### src/rtl/hazard_stall_ctrl_pkg.sv
// rtl/hazard_stall_ctrl_pkg.sv - shared state encodings and constants for the hazard stall controller
package hazard_stall_ctrl_pkg;

    // Default register address width of the RV32 register file
    localparam int REG_ADDR_W_DEF = 5;

    // x0 is hardwired to zero and never creates a dependency
    localparam int ZERO_REG = 0;

    typedef enum logic [1:0] {
        HAZ_RUN = 2'd0,
        HAZ_LU  = 2'd1,
        HAZ_MD  = 2'd2,
        HAZ_MEM = 2'd3
    } haz_state_t;

    function automatic int max_int(input int a, input int b);
        return (a > b) ? a : b;
    endfunction

endpackage

### src/rtl/hazard_stall_ctrl_lu_compare.sv
// rtl/hazard_stall_ctrl_lu_compare.sv - combinational load-use dependency detector (haz_lu_compare)
module haz_lu_compare
    import hazard_stall_ctrl_pkg::*;
#(
    parameter int REG_ADDR_W = REG_ADDR_W_DEF
) (
    input  logic [REG_ADDR_W-1:0] id_addr1,
    input  logic [REG_ADDR_W-1:0] id_addr2,
    input  logic                  id_op1_sel,
    input  logic                  id_op2_sel,
    input  logic                  id_valid,
    input  logic [REG_ADDR_W-1:0] ex_w_addr,
    input  logic                  ex_mem_read,
    output logic                  lu_haz
);

    localparam logic [REG_ADDR_W-1:0] ZERO_ADDR = REG_ADDR_W'(ZERO_REG);

    logic rs1_dep;
    logic rs2_dep;

    // An operand only depends on the load if it is actually read from the register file
    assign rs1_dep = !id_op1_sel && (id_addr1 == ex_w_addr);
    assign rs2_dep = !id_op2_sel && (id_addr2 == ex_w_addr);
    assign lu_haz  = id_valid && ex_mem_read && (ex_w_addr != ZERO_ADDR) && (rs1_dep || rs2_dep);

endmodule

### src/rtl/hazard_stall_ctrl.sv
// rtl/hazard_stall_ctrl.sv - pipeline stall/bubble controller; optional perf counters via HAZ_PERF_CNT_EN
module hazard_stall_ctrl
    import hazard_stall_ctrl_pkg::*;
#(
    parameter int REG_ADDR_W     = REG_ADDR_W_DEF,
    parameter int LOAD_STALL_CYC = 1,
    parameter int MULDIV_CYC     = 4
) (
    input  logic                  CLK,
    input  logic                  RESET,
    input  logic [REG_ADDR_W-1:0] ID_ADDR1,
    input  logic [REG_ADDR_W-1:0] ID_ADDR2,
    input  logic                  ID_OP1_SEL,
    input  logic                  ID_OP2_SEL,
    input  logic                  ID_VALID,
    input  logic [REG_ADDR_W-1:0] EX_W_ADDR,
    input  logic                  EX_MEM_READ,
    input  logic                  EX_MULDIV,
    input  logic                  MEM_BUSY,
    output logic                  PC_WE,
    output logic                  IF_ID_WE,
    output logic                  ID_EX_WE,
    output logic                  ID_EX_BUBBLE,
    output logic                  EX_MEM_WE,
    output logic                  EX_MEM_BUBBLE,
`ifdef HAZ_PERF_CNT_EN
    output logic                  MEM_WB_BUBBLE,
    output logic [31:0]           LU_STALL_CNT,
    output logic [31:0]           MD_STALL_CNT,
    output logic [31:0]           MEM_STALL_CNT
`else
    output logic                  MEM_WB_BUBBLE
`endif
);

    localparam int CNT_MAX = max_int(LOAD_STALL_CYC, MULDIV_CYC);
    localparam int CNT_W   = $clog2(CNT_MAX + 1);

    // Reload values only matter when the matching multi-cycle path exists
    localparam logic [CNT_W-1:0] MD_RELOAD = CNT_W'((MULDIV_CYC > 1) ? MULDIV_CYC - 2 : 0);
    localparam logic [CNT_W-1:0] LU_RELOAD = CNT_W'((LOAD_STALL_CYC > 1) ? LOAD_STALL_CYC - 2 : 0);
    localparam bit MD_STALLS = (MULDIV_CYC > 1);
    localparam bit MD_LONG   = (MULDIV_CYC > 2);
    localparam bit LU_LONG   = (LOAD_STALL_CYC > 1);
    localparam logic [CNT_W-1:0] CNT_ONE = CNT_W'(1);

    haz_state_t       state;
    haz_state_t       state_nxt;
    logic [CNT_W-1:0] cnt;
    logic [CNT_W-1:0] cnt_nxt;
    logic             lu_haz;

    haz_lu_compare #(
        .REG_ADDR_W (REG_ADDR_W)
    ) u_lu_compare (
        .id_addr1    (ID_ADDR1),
        .id_addr2    (ID_ADDR2),
        .id_op1_sel  (ID_OP1_SEL),
        .id_op2_sel  (ID_OP2_SEL),
        .id_valid    (ID_VALID),
        .ex_w_addr   (EX_W_ADDR),
        .ex_mem_read (EX_MEM_READ),
        .lu_haz      (lu_haz)
    );

    // Mealy output decode and next-state selection, priority MEM_BUSY > MUL/DIV > load-use
    always_comb begin
        state_nxt     = state;
        cnt_nxt       = cnt;
        PC_WE         = 1'b1;
        IF_ID_WE      = 1'b1;
        ID_EX_WE      = 1'b1;
        ID_EX_BUBBLE  = 1'b0;
        EX_MEM_WE     = 1'b1;
        EX_MEM_BUBBLE = 1'b0;
        MEM_WB_BUBBLE = 1'b0;
        if (RESET) begin
            PC_WE         = 1'b0;
            IF_ID_WE      = 1'b0;
            ID_EX_WE      = 1'b0;
            ID_EX_BUBBLE  = 1'b1;
            EX_MEM_WE     = 1'b0;
            EX_MEM_BUBBLE = 1'b1;
            MEM_WB_BUBBLE = 1'b1;
        end else if (MEM_BUSY) begin
            // Whole pipe freezes; a pending MUL/DIV or load-use stall resumes afterwards
            PC_WE         = 1'b0;
            IF_ID_WE      = 1'b0;
            ID_EX_WE      = 1'b0;
            EX_MEM_WE     = 1'b0;
            MEM_WB_BUBBLE = 1'b1;
            if (state == HAZ_RUN) begin
                state_nxt = HAZ_MEM;
            end
        end else begin
            case (state)
                HAZ_MD: begin
                    if (cnt != '0) begin
                        PC_WE         = 1'b0;
                        IF_ID_WE      = 1'b0;
                        ID_EX_WE      = 1'b0;
                        EX_MEM_BUBBLE = 1'b1;
                        cnt_nxt       = cnt - CNT_ONE;
                    end else begin
                        // Result leaves EX this cycle; EX_MULDIV is still high and must be ignored
                        state_nxt = HAZ_RUN;
                    end
                end
                HAZ_LU: begin
                    // The load has already moved on, so the stall no longer depends on lu_haz
                    PC_WE        = 1'b0;
                    IF_ID_WE     = 1'b0;
                    ID_EX_BUBBLE = 1'b1;
                    if (cnt != '0) begin
                        cnt_nxt = cnt - CNT_ONE;
                    end else begin
                        state_nxt = HAZ_RUN;
                    end
                end
                default: begin
                    // RUN, or MEM_WAIT just released: evaluate hazards as a normal run cycle
                    state_nxt = HAZ_RUN;
                    if (EX_MULDIV && MD_STALLS) begin
                        PC_WE         = 1'b0;
                        IF_ID_WE      = 1'b0;
                        ID_EX_WE      = 1'b0;
                        EX_MEM_BUBBLE = 1'b1;
                        cnt_nxt       = MD_RELOAD;
                        if (MD_LONG) begin
                            state_nxt = HAZ_MD;
                        end
                    end else if (lu_haz) begin
                        PC_WE        = 1'b0;
                        IF_ID_WE     = 1'b0;
                        ID_EX_BUBBLE = 1'b1;
                        if (LU_LONG) begin
                            cnt_nxt   = LU_RELOAD;
                            state_nxt = HAZ_LU;
                        end
                    end
                end
            endcase
        end
    end

    // State and stall counter registers; MEM_BUSY leaves cnt untouched via cnt_nxt
    always_ff @(posedge CLK or posedge RESET) begin
        if (RESET) begin
            state <= HAZ_RUN;
            cnt   <= '0;
        end else begin
            state <= state_nxt;
            cnt   <= cnt_nxt;
        end
    end

`ifdef HAZ_PERF_CNT_EN
    logic lu_cause;
    logic md_cause;
    logic mem_cause;

    // Each output signature identifies exactly one active stall cause
    assign lu_cause  = !RESET && !MEM_BUSY && ID_EX_BUBBLE;
    assign md_cause  = !RESET && !MEM_BUSY && EX_MEM_BUBBLE;
    assign mem_cause = !RESET && MEM_BUSY;

    // Saturating per-cause stall cycle counters
    always_ff @(posedge CLK or posedge RESET) begin
        if (RESET) begin
            LU_STALL_CNT  <= '0;
            MD_STALL_CNT  <= '0;
            MEM_STALL_CNT <= '0;
        end else begin
            if (lu_cause && (LU_STALL_CNT != 32'hFFFF_FFFF)) begin
                LU_STALL_CNT <= LU_STALL_CNT + 32'd1;
            end
            if (md_cause && (MD_STALL_CNT != 32'hFFFF_FFFF)) begin
                MD_STALL_CNT <= MD_STALL_CNT + 32'd1;
            end
            if (mem_cause && (MEM_STALL_CNT != 32'hFFFF_FFFF)) begin
                MEM_STALL_CNT <= MEM_STALL_CNT + 32'd1;
            end
        end
    end
`endif

endmodule

### config.mk
export PLATFORM = sky130hd
export DESIGN_NAME = hazard_stall_ctrl
export DESIGN_NICKNAME = d
export VERILOG_FILES = /design/src/rtl/hazard_stall_ctrl_pkg.sv /design/src/rtl/hazard_stall_ctrl_lu_compare.sv /design/src/rtl/hazard_stall_ctrl.sv
export SDC_FILE = /design/constraint.sdc
export NUM_CORES = 1
export LEC_CHECK = 0
export ABC_AREA = 1
export BUFFER_PORTS_ARGS = -buffer_cell sky130_fd_sc_hd__buf_2
export CELL_PAD_IN_SITES_DETAIL_PLACEMENT = 0
export CELL_PAD_IN_SITES_GLOBAL_PLACEMENT = 1
export CORE_ASPECT_RATIO = 1.5
export CORE_UTILIZATION = 25
export DETAILED_ROUTE_END_ITERATION = 16
export PLACE_DENSITY = 0.74
export SYNTH_ARGS = -nofsm -noshare
export SYNTH_HDL_FRONTEND = slang
export SYNTH_SLANG_ARGS = --single-unit
### constraint.sdc
create_clock -name CLK -period 1.75 [get_ports CLK]
set_input_delay 0.525 -clock CLK [delete_from_list [all_inputs] [get_ports CLK]]
set_output_delay 0.525 -clock CLK [all_outputs]
set_load 0.005 [all_outputs]
==> results.toml, run 1 <==
[power]
ir_drop_mv = 0.3960
total_power_mw = 1.246
powerDensity_nw_per_um2 = 1295
p_leak_nw = 0.6157

[global_routing]
use_met2_pct = 26.70
gr-usage-all-layers_pct = 13.72
grt_first_pass_wirelength_mm = 2.973
met1_usage_pct = 14.54
met3_usage_pct = 3.725
grt.overflow.total = 0
grt_max_degree = 7
grt_pass1_vias = 773
antenna_found_initial = 0
busiest_layer = "met2"

[worst_hold_path]
min_path_type = "input port to asynchronous set/reset pin"

[sta]
worst_pin_slew_ns = 0.1993
hold_viol = 0
period_share_pct = 116.6
drv_slew = 0
period_needed_ns = 2.041
skew_ns = 0.005120
timing.hold.ws_ns = 0.3802
slew_headroom_pct = 86.67
fmax_mhz = 490.1
finalSetupViolCount = 5
fin_ws_ns = -0.2906
rsz0062_at_grt = "yes"

[clocking]
clock-root-buffer = "clkbuf_4"
insertion_delay_ns = 0.24
path_clk_slew_ns = 0.05
hold_buffers = 0
clock_path_buffers = 2
numCtsBuffers = 3
clock-sinks = 5
cts_max_level = 1
cts_tree = "built"

[critical_path]
timing.rr.start = "state[1]"
cp.arrival_ns = 1.52
crit_fanout = 3
reg2reg_slack_ns = 0.17
critPathLaunchType = "flip-flop"
r2r-end = "cnt[2]"
required_ns = 1.22
worst_r2r_path_depth = 12
cp-end-kind = "output pin"
crit_type = "flip-flop to output pin"

[place]
dpl_cell_area_sq_um = 889.6
portBuffers = 29
place_congestion = 0.7702
dp_hpwl_mm = 1.445
placed_cells = 175

[drt]
drtIter0Drc = 7
firstDrtPassIters = 3
drc = 0
viasPerCell = 4.337
postRouteAntennaNets = 0
num_vias = 785
wire_per_inst_um = 9.238
routed_wl_mm = 1.672

[floorplan]
core_sq_um = 2312
die_h_um = 63.33
start_util_pct = 27.11
io_pins = 30
die_area_sq_um = 2716
num_rows = 21
die_w_um = 42.89

[cells_and_area]
syn_to_final_growth_pct = 53.49
layout-drive-gt1-share_pct = 39.24
fill_cells = 268
final_area_sq_um = 962.2
final_cells = 181
final_core_util_pct = 41.61
fin_nets = 187
antenna_cells = 0

[yosys]
yosysWarnings = 0
ys_ff_latch = 5
synth_nets = 142
ys_types = 19
ys_seq_area_share_pct = 19.96
avgSynthCellArea_sq_um = 5.499
synth_cells = 114
synth_area_sq_um = 626.9

[outcome]
violations = "setup timing"
outcome = "complete, but fails checks"

[flow_run]
drv_cap = 0
how the worst max path moves through the flow:
| stage | start | end | depth (start not counted) |
|---|---|---|---|
| after floorplan | state[0] | PC_WE | 9 |
| after global placement | EX_W_ADDR[1] | ID_EX_BUBBLE | 12 |
| after detailed placement | EX_W_ADDR[3] | IF_ID_WE | 11 |
| after CTS | state[0] | ID_EX_WE | 9 |
| after global routing | state[1] | PC_WE | 9 |
| final | state[0] | IF_ID_WE | 9 |
sequential cells by signal (all words and copies together) (netlist names):
register / flops
cnt: 3
state: 2
cells by family after synthesis:
group / after synthesis / synth area share [%]
AND/OR/NAND/NOR: 64 / 41.12
AO/OA/AOI/OAI: 10 / 10.38
buffers and inverters: 30 / 18.56
flip-flops: 5 / 19.96
adder cells (fa/ha/maj): 5 / 9.980
through the flow:
stage | worst slack [ns] | TNS [ns]
final | -0.2906 | -1.354
after global routing | -0.3947 | -1.858
after CTS | -0.2885 | -1.377
after detailed placement | -0.1818 | -0.6271
after global placement | -0.1756 | -0.5776
after floorplan | -0.04895 | -0.04895
per-layer routing:
layer  vias up  part of all wire, %
met4         0                    0
met3         0                  4.1
met1       334                   39
li1        428                    -
met2        23                   57
met5         -                    0
power breakdown:
part	leakage, nW	internal, mW	switching (mW)
clock network	0.0150	0.0863	0.0497
registers	0.0599	0.170	0.0251
logic	0.541	0.449	0.466
repair_timing:
action	CTS	global route
pin swaps	3	3
endpoints found under the setup margin	5	6
buffers inserted	1	1
gates resized for setup	1	8
placed cells by master (no fill, tap or decap), types with 2 or more instances in the layout:
cell and instances:
buf_2 29, buf_4 12, nand3_1 5, dfrtp_1 5
ha_1 4, a21oi_2 2, clkbuf_4 3, nand2_1 39
nor2_1 10, nand4_1 2, nand2_4 2, inv_1 22
inv_4 2, o21ai_1 2, inv_2 5, nand2_2 3
synth_stat cells (all sizes together):
master	instances	area share [%]
dfrtp	5	20
o21ai	3	2.4
o22ai	1	1.0
buf	1	1.2
o211ai	2	3.2
nor3	1	0.80
nor2	12	7.6
nand3	5	4.0
inv	29	17
ha	5	10
a32oi	1	1.4
nand4	2	2.0
nand2	44	27
a21oi	3	2.4
cell type report:
cell class	count	area (sq um)	share of cell area [%]
Multi-Input combinational cell	79	432.9	44.99
Inverter	29	113.9	11.83
Tap cell	23	28.78	2.991
Timing Repair Buffer	41	235.2	24.45
Sequential cell	5	125.1	13.00
Clock buffer	4	26.28	2.731
critical path: stages, from the launching register on:
cell and delay [ns]:
dfrtp_1 0.36, inv_2 0.06, ha_4 0.28, inv_4 0.04, nand2_4 0.07, inv_4 0.04
nor2_4 0.11, nand2_2 0.07, a21oi_2 0.12, buf_2 0.12
Note: power is estimated with default switching activity, not from simulation.
==> run 2, diff against run 1 <==
--- a/config.mk
+++ b/config.mk
@@ -7,12 +7,14 @@
 export LEC_CHECK = 0
 export ABC_AREA = 1
 export BUFFER_PORTS_ARGS = -buffer_cell sky130_fd_sc_hd__buf_2
+export CAP_MARGIN = 20
 export CELL_PAD_IN_SITES_DETAIL_PLACEMENT = 0
 export CELL_PAD_IN_SITES_GLOBAL_PLACEMENT = 1
 export CORE_ASPECT_RATIO = 1.5
 export CORE_UTILIZATION = 25
 export DETAILED_ROUTE_END_ITERATION = 16
 export PLACE_DENSITY = 0.74
+export REMOVE_ABC_BUFFERS = 1
 export SYNTH_ARGS = -nofsm -noshare
 export SYNTH_HDL_FRONTEND = slang
 export SYNTH_SLANG_ARGS = --single-unit
==> constraint.sdc (replaced) <==
create_clock -name CLK -period 1.7 [get_ports CLK]
set_input_delay 0.51 -clock CLK [delete_from_list [all_inputs] [get_ports CLK]]
set_output_delay 0.51 -clock CLK [all_outputs]
set_load 0.005 [all_outputs]
==> run 2 against run 1 <==
Utilization increased by 1.3 points. Largest power group unchanged. Global-route usage increased by 0.46 points. Worst setup slack got worse by 0.022 ns. Via count up 1.9%. Critical endpoint unchanged. The flow still finishes with violations (setup timing). Routed wire length grew 2.0%. Clock skew shrank 0.0016 ns. First-iteration DRC count grew 29%. Non-clock buffer count increased by 2. Largest cell class unchanged. Power is 11% higher. Clock power increased by 5%. Design area grew 3.1%.
==> results.toml, run 2 (same netlist as run 1, synthesis figures left out) <==
[critical_path]
crit_type = "flip-flop to output pin"
required_ns = 1.19
crit_fanout = 3
cp-end-kind = "output pin"
critPathLaunchType = "flip-flop"
cp.arrival_ns = 1.50

[power]
p_clk_share_pct = 10.3
p_sw_share_pct = 43.42
powerDensity_nw_per_um2 = 1399
intPower_mw = 0.7855
combPwrFrac_pct = 75.1
seq_power_share_pct = 14.6
ir_drop_mv = 0.7031
total_power_mw = 1.388
p_switching_mw = 0.6029
p_leak_nw = 0.6268

[clocking]
cts_tree = "built"
numCtsBuffers = 3
clock-root-buffer = "clkbuf_4"
insertion_delay_ns = 0.24
path_clk_slew_ns = 0.05
clock_path_buffers = 2
clock-sinks = 5
hold_buffers = 0
cts_max_level = 1

[floorplan]
io_pins = 30
die_w_um = 42.89
start_util_pct = 27.11
core_sq_um = 2312
num_rows = 21
die_h_um = 63.33
die_area_sq_um = 2716

[place]
dp_hpwl_mm = 1.407
place_congestion = 0.7896
placed_cells = 177
portBuffers = 29

[cells_and_area]
top_regs = "cnt x3, state x2"
layout-drive-gt1-share_pct = 42.50
final_cell_mix = "nand2_1 (37), buf_2 (29), inv_1 (22), buf_4 (13), nor2_1 (8)"
fin_nets = 189
syn_to_final_growth_pct = 58.28
top_register = "cnt"
final_cells = 183
antenna_cells = 0
final_common_cell = "nand2_1"
largest_reg_flops = 3

[sta]
fmax_mhz = 496.9
period_share_pct = 118.4
worst_pin_slew_ns = 0.2065
fin_ws_ns = -0.3126
drv_slew = 0
slew_headroom_pct = 86.19
period_needed_ns = 2.013
rsz0062_at_grt = "yes"
setup_tns_ns = -1.491
finalSetupViolCount = 5
hold_viol = 0
skew_ns = 0.003569

[global_routing]
grt_max_degree = 7
grt.overflow.total = 0
grt_first_pass_wirelength_mm = 3.008
grt_pass1_vias = 769
gr-usage-all-layers_pct = 14.18
antenna_found_initial = 0

[drt]
wire_per_inst_um = 9.317
viasPerCell = 4.372
drtIter0Drc = 9
postRouteAntennaNets = 0
drc = 0
firstDrtPassIters = 3
routed_wl_mm = 1.705
num_vias = 800

[outcome]
violations = "setup timing"
outcome = "complete, but fails checks"

[flow_run]
drv_cap = 0

[worst_hold_path]
min_path_type = "input port to asynchronous set/reset pin"
-- run 2: layout make-up --
class                      count  area (sq um)
clock buffer                   4         26.28
fill                         265          1320
sequential                     5         125.1
inverter                      29         113.9
timing repair buffer          43         254.0
tap                           23         28.78
multi-input combinational     79         444.2
-- run 2: path summary, 6_finish.rpt --
path                       endpoint  cells past startpoint  slack, ns      from
hold / removal             state[0]                      3       0.33     RESET
setup / recovery           IF_ID_WE                      9      -0.31  state[1]
min in group CLK             cnt[1]                      2       0.55    cnt[1]
hold reg to reg              cnt[1]                      2       0.55    cnt[1]
max in group asynchronous    cnt[1]                      3       1.25     RESET
setup reg to reg             cnt[2]                     13       0.06  state[1]
-- run 2: timing repair --
| item | CTS | global route |
|---|---|---|
| gates resized for setup | 10 | 12 |
| pin swaps | 5 | 5 |
| setup endpoints to repair | 5 | 6 |
| buffers inserted | 2 | 0 |
| cloned | 0 | 0 |
| endpoints found under the hold margin | 0 | 0 |
-- run 2: critical path, stage by stage, from the launching register on --
cell	delay, ns
dfrtp_1	0.36
inv_2	0.06
ha_4	0.28
inv_4	0.04
nand2_4	0.06
inv_4	0.04
nor2_4	0.08
nand2_2	0.06
a21oi_2	0.13
buf_2	0.13
-- run 2: layer usage --
layer  GRT usage, %  wire (um)  vias to the layer above
met4          5.859          0                        0
met5              0          0                        -
met2          28.22        977                       25
met3          1.146         85                        0
li1               -          -                      434
met1          14.01        642                      341
-- run 2: power by group through the flow --
stage | sequential (mW) | clock, mW | combinational, mW
after CTS | 0.204 | 0.148 | 0.912
final | 0.203 | 0.143 | 1.04
after global placement | 0.201 | 0 | 0.761
after detailed placement | 0.201 | 0 | 0.775
after floorplan | 0.199 | 0 | 0.391
after global routing | 0.211 | 0.152 | 1.15
-- run 2: metrics by stage --
step	setup WS (ns)	hold slack (ns)	area [sq um]	utilization (%)
floorplan	-0.1000	0.3287	619.3	-
global placement	-0.2261	0.5318	883.3	38.20
detailed placement	-0.2424	0.5477	883.3	38.20
CTS	-0.3506	0.3037	950.9	41.13
global route	-0.3896	0.3518	992.2	42.91
finish	-0.3126	0.3297	992.2	42.91
==> run 3, diff against run 2 <==
--- a/config.mk
+++ b/config.mk
@@ -11,10 +11,11 @@
 export CELL_PAD_IN_SITES_DETAIL_PLACEMENT = 0
 export CELL_PAD_IN_SITES_GLOBAL_PLACEMENT = 1
 export CORE_ASPECT_RATIO = 1.5
-export CORE_UTILIZATION = 25
+export CORE_UTILIZATION = 26
 export DETAILED_ROUTE_END_ITERATION = 16
-export PLACE_DENSITY = 0.74
+export PLACE_DENSITY = 0.76
 export REMOVE_ABC_BUFFERS = 1
 export SYNTH_ARGS = -nofsm -noshare
 export SYNTH_HDL_FRONTEND = slang
+export SYNTH_HIERARCHICAL = 1
 export SYNTH_SLANG_ARGS = --single-unit
==> run 3 against run 2 <==
The flow still finishes with violations (setup timing). Critical path type unchanged. Flip-flop and latch count did not move. Critical path depth fell by 3. Routed wire length rose by 3.4%. Largest power group unchanged. Utilization rose by 4.4 points. Non-clock buffer count did not move.
==> results.toml, run 3 <==
[outcome]
outcome = "complete, but fails checks"
violations = "setup timing"

[critical_path]
critPathLaunchType = "flip-flop"
crit_fanout = 4
reg2reg_slack_ns = 0.34
timing.rr.start = "state[0]"
required_ns = 1.19
worst_r2r_path_depth = 9
r2r-end = "cnt[1]"
crit_type = "flip-flop to output pin"
cp.arrival_ns = 1.52
cp-end-kind = "output pin"

[power]
combPwrFrac_pct = 76.0
powerDensity_nw_per_um2 = 1324
p_leak_nw = 0.6532
p_sw_share_pct = 43.76
ir_drop_mv = 0.5457
intPower_mw = 0.8150
p_switching_mw = 0.6342
p_clk_share_pct = 9.5
total_power_mw = 1.449
seq_power_share_pct = 14.5

[worst_hold_path]
min_path_type = "input port to asynchronous set/reset pin"

[global_routing]
antenna_found_initial = 0
grt_pass1_vias = 830
gr-usage-all-layers_pct = 14.63
grt_first_pass_wirelength_mm = 3.105
grt.overflow.total = 0
grt_max_degree = 7

[yosys]
yosysWarnings = 6
async_reset_ff_share_pct = 100.0
netlist.area_leader.share_pct = 29.31
ys_types = 16
synth_area_leaders = "nand2_1 (29%), dfrtp_1 (19%), inv_1 (11%)"
synth.most_common_cell = "nand2_1"
yosysTopAreaCell = "nand2_1"
synth_cells = 121
synth_edf_count = 0
avgSynthCellArea_sq_um = 5.398
ys_ff_latch = 5
synth-main-ff-cell = "dfrtp_1"
ys_seq_area_share_pct = 19.16
synth_area_sq_um = 653.1
synth_common_cells = "nand2_1 (51), inv_1 (20), nor2_1 (12), nand3_1 (9)"

[drt]
firstDrtPassIters = 3
met1_length_um = 615
postRouteAntennaNets = 0
wl_met3_um = 118
drtIter0Drc = 9
met2WireLength_mm = 1.004
wire_per_inst_um = 9.279
viasPerCell = 4.500
num_vias = 855
drc = 0
routed_wl_mm = 1.763
top_layer = "met4"

[clocking]
cts_max_level = 1
insertion_delay_ns = 0.24
cts_tree = "built"
clock_path_buffers = 2
hold_buffers = 0
numCtsBuffers = 3
path_clk_slew_ns = 0.04
clock-root-buffer = "clkbuf_4"
clock-sinks = 5

[sta]
skew_ns = 0.004361
worst_pin_slew_ns = 0.1553
drv_slew = 0
finalSetupViolCount = 5
period_share_pct = 119.6
period_needed_ns = 2.033
fin_ws_ns = -0.3333
fmax_mhz = 491.8
rsz0062_at_grt = "yes"
hold_viol = 0
slew_headroom_pct = 89.62

[cells_and_area]
top_register = "cnt"
antenna_cells = 0
largest_reg_flops = 3
fin_nets = 196
final_common_cell = "nand2_1"
final_cell_mix = "nand2_1 (48), buf_2 (21), inv_1 (13), buf_4 (12), nor2_1 (10)"
layout-drive-gt1-share_pct = 43.71
top_regs = "cnt x3, state x2"
syn_to_final_growth_pct = 67.62
final_cells = 190

[place]
place_congestion = 0.7446
portBuffers = 29
dp_hpwl_mm = 1.511
placed_cells = 185

[floorplan]
io_pins = 30
die_w_um = 42.92
die_h_um = 63.39
start_util_pct = 28.25
core_sq_um = 2312
num_rows = 21
die_area_sq_um = 2720

[flow_run]
drv_cap = 0
[run 3: changes by cell type in the layout (fill, tap and decap cells not counted), sizes merged]
cell	before	now
nand2	44	54
inv	29	25
nand3	5	9
nand4	2	0
o211ai	2	0
or2	0	2
a32oi	1	0
nor2	12	13
o21ai	3	2
o21ba	0	1
o22ai	1	0
[run 3: layer usage]
metal	vias up	GRT usage, %
met5	-	0
met4	0	3.906
met3	2	4.871
met2	30	27.65
met1	373	14.51
li1	450	-
[run 3: stage by stage]
step | worst slack, ns | hold WS (ns) | TNS [ns] | utilization [%] | area, sq um
floorplan | -0.1034 | 0.3119 | -0.2403 | - | 645.6
global placement | -0.3626 | 0.4605 | -1.280 | 39.66 | 917.1
detailed placement | -0.3700 | 0.4760 | -1.298 | 39.66 | 917.1
CTS | -0.3327 | 0.3003 | -1.498 | 45.29 | 1047
global route | -0.4553 | 0.3206 | -1.968 | 47.35 | 1095
finish | -0.3333 | 0.3148 | -1.448 | 47.35 | 1095
[run 3: kinds of logic (layout without fill, tap and decap cells)]
group / after synthesis / count (layout) / share of synthesized area [%]
AND/OR/NAND/NOR: 79 / 79 / 50.38
buffers and inverters: 26 / 72 / 15.52
AO/OA/AOI/OAI: 6 / 6 / 5.362
adder cells (fa/ha/maj): 5 / 5 / 9.579
flip-flops: 5 / 5 / 19.16
[run 3: power by group through the flow]
| stage | clock network [mW] | logic, mW | registers [mW] |
|---|---|---|---|
| 6_report | 0.137 | 1.10 | 0.210 |
| 3_5_place_dp | 0 | 0.914 | 0.208 |
| 3_3_place_gp | 0 | 0.908 | 0.207 |
| 5_1_grt | 0.160 | 1.25 | 0.217 |
| 2_1_floorplan | 0 | 0.486 | 0.207 |
| 4_1_cts | 0.144 | 1.02 | 0.211 |
[run 3: what timing repair did]
action	in CTS	in global routing
endpoints found under the setup margin	5	5
pin swaps	18	16
resized for setup	27	15
setup buffers	1	0
[run 3: worst max-delay path by stage]
| stage | startpoint | end | slack [ns] |
|---|---|---|---|
| after CTS | state[0] | ID_EX_WE | -0.33 |
| after global routing | EX_W_ADDR[4] | ID_EX_BUBBLE | -0.46 |
| after floorplan | EX_W_ADDR[4] | IF_ID_WE | -0.10 |
| after detailed placement | EX_W_ADDR[4] | IF_ID_WE | -0.37 |
| after global placement | EX_W_ADDR[2] | ID_EX_BUBBLE | -0.36 |
| final | state[0] | ID_EX_WE | -0.33 |
[run 3: area by class of cell]
class,instances,area [sq um]
multi-input combinational,90,491.7
clock buffer,4,26.28
sequential,5,125.1
tap,23,28.78
timing repair buffer,43,319.1
inverter,25,103.9
fill,263,1217
[run 3: worst max-delay path: stages (launching register included)]
cell     delay (ns)
dfrtp_1        0.35
inv_2          0.06
ha_4           0.30
inv_4          0.05
or2_1          0.23
o21ba_1        0.18
buf_2          0.12
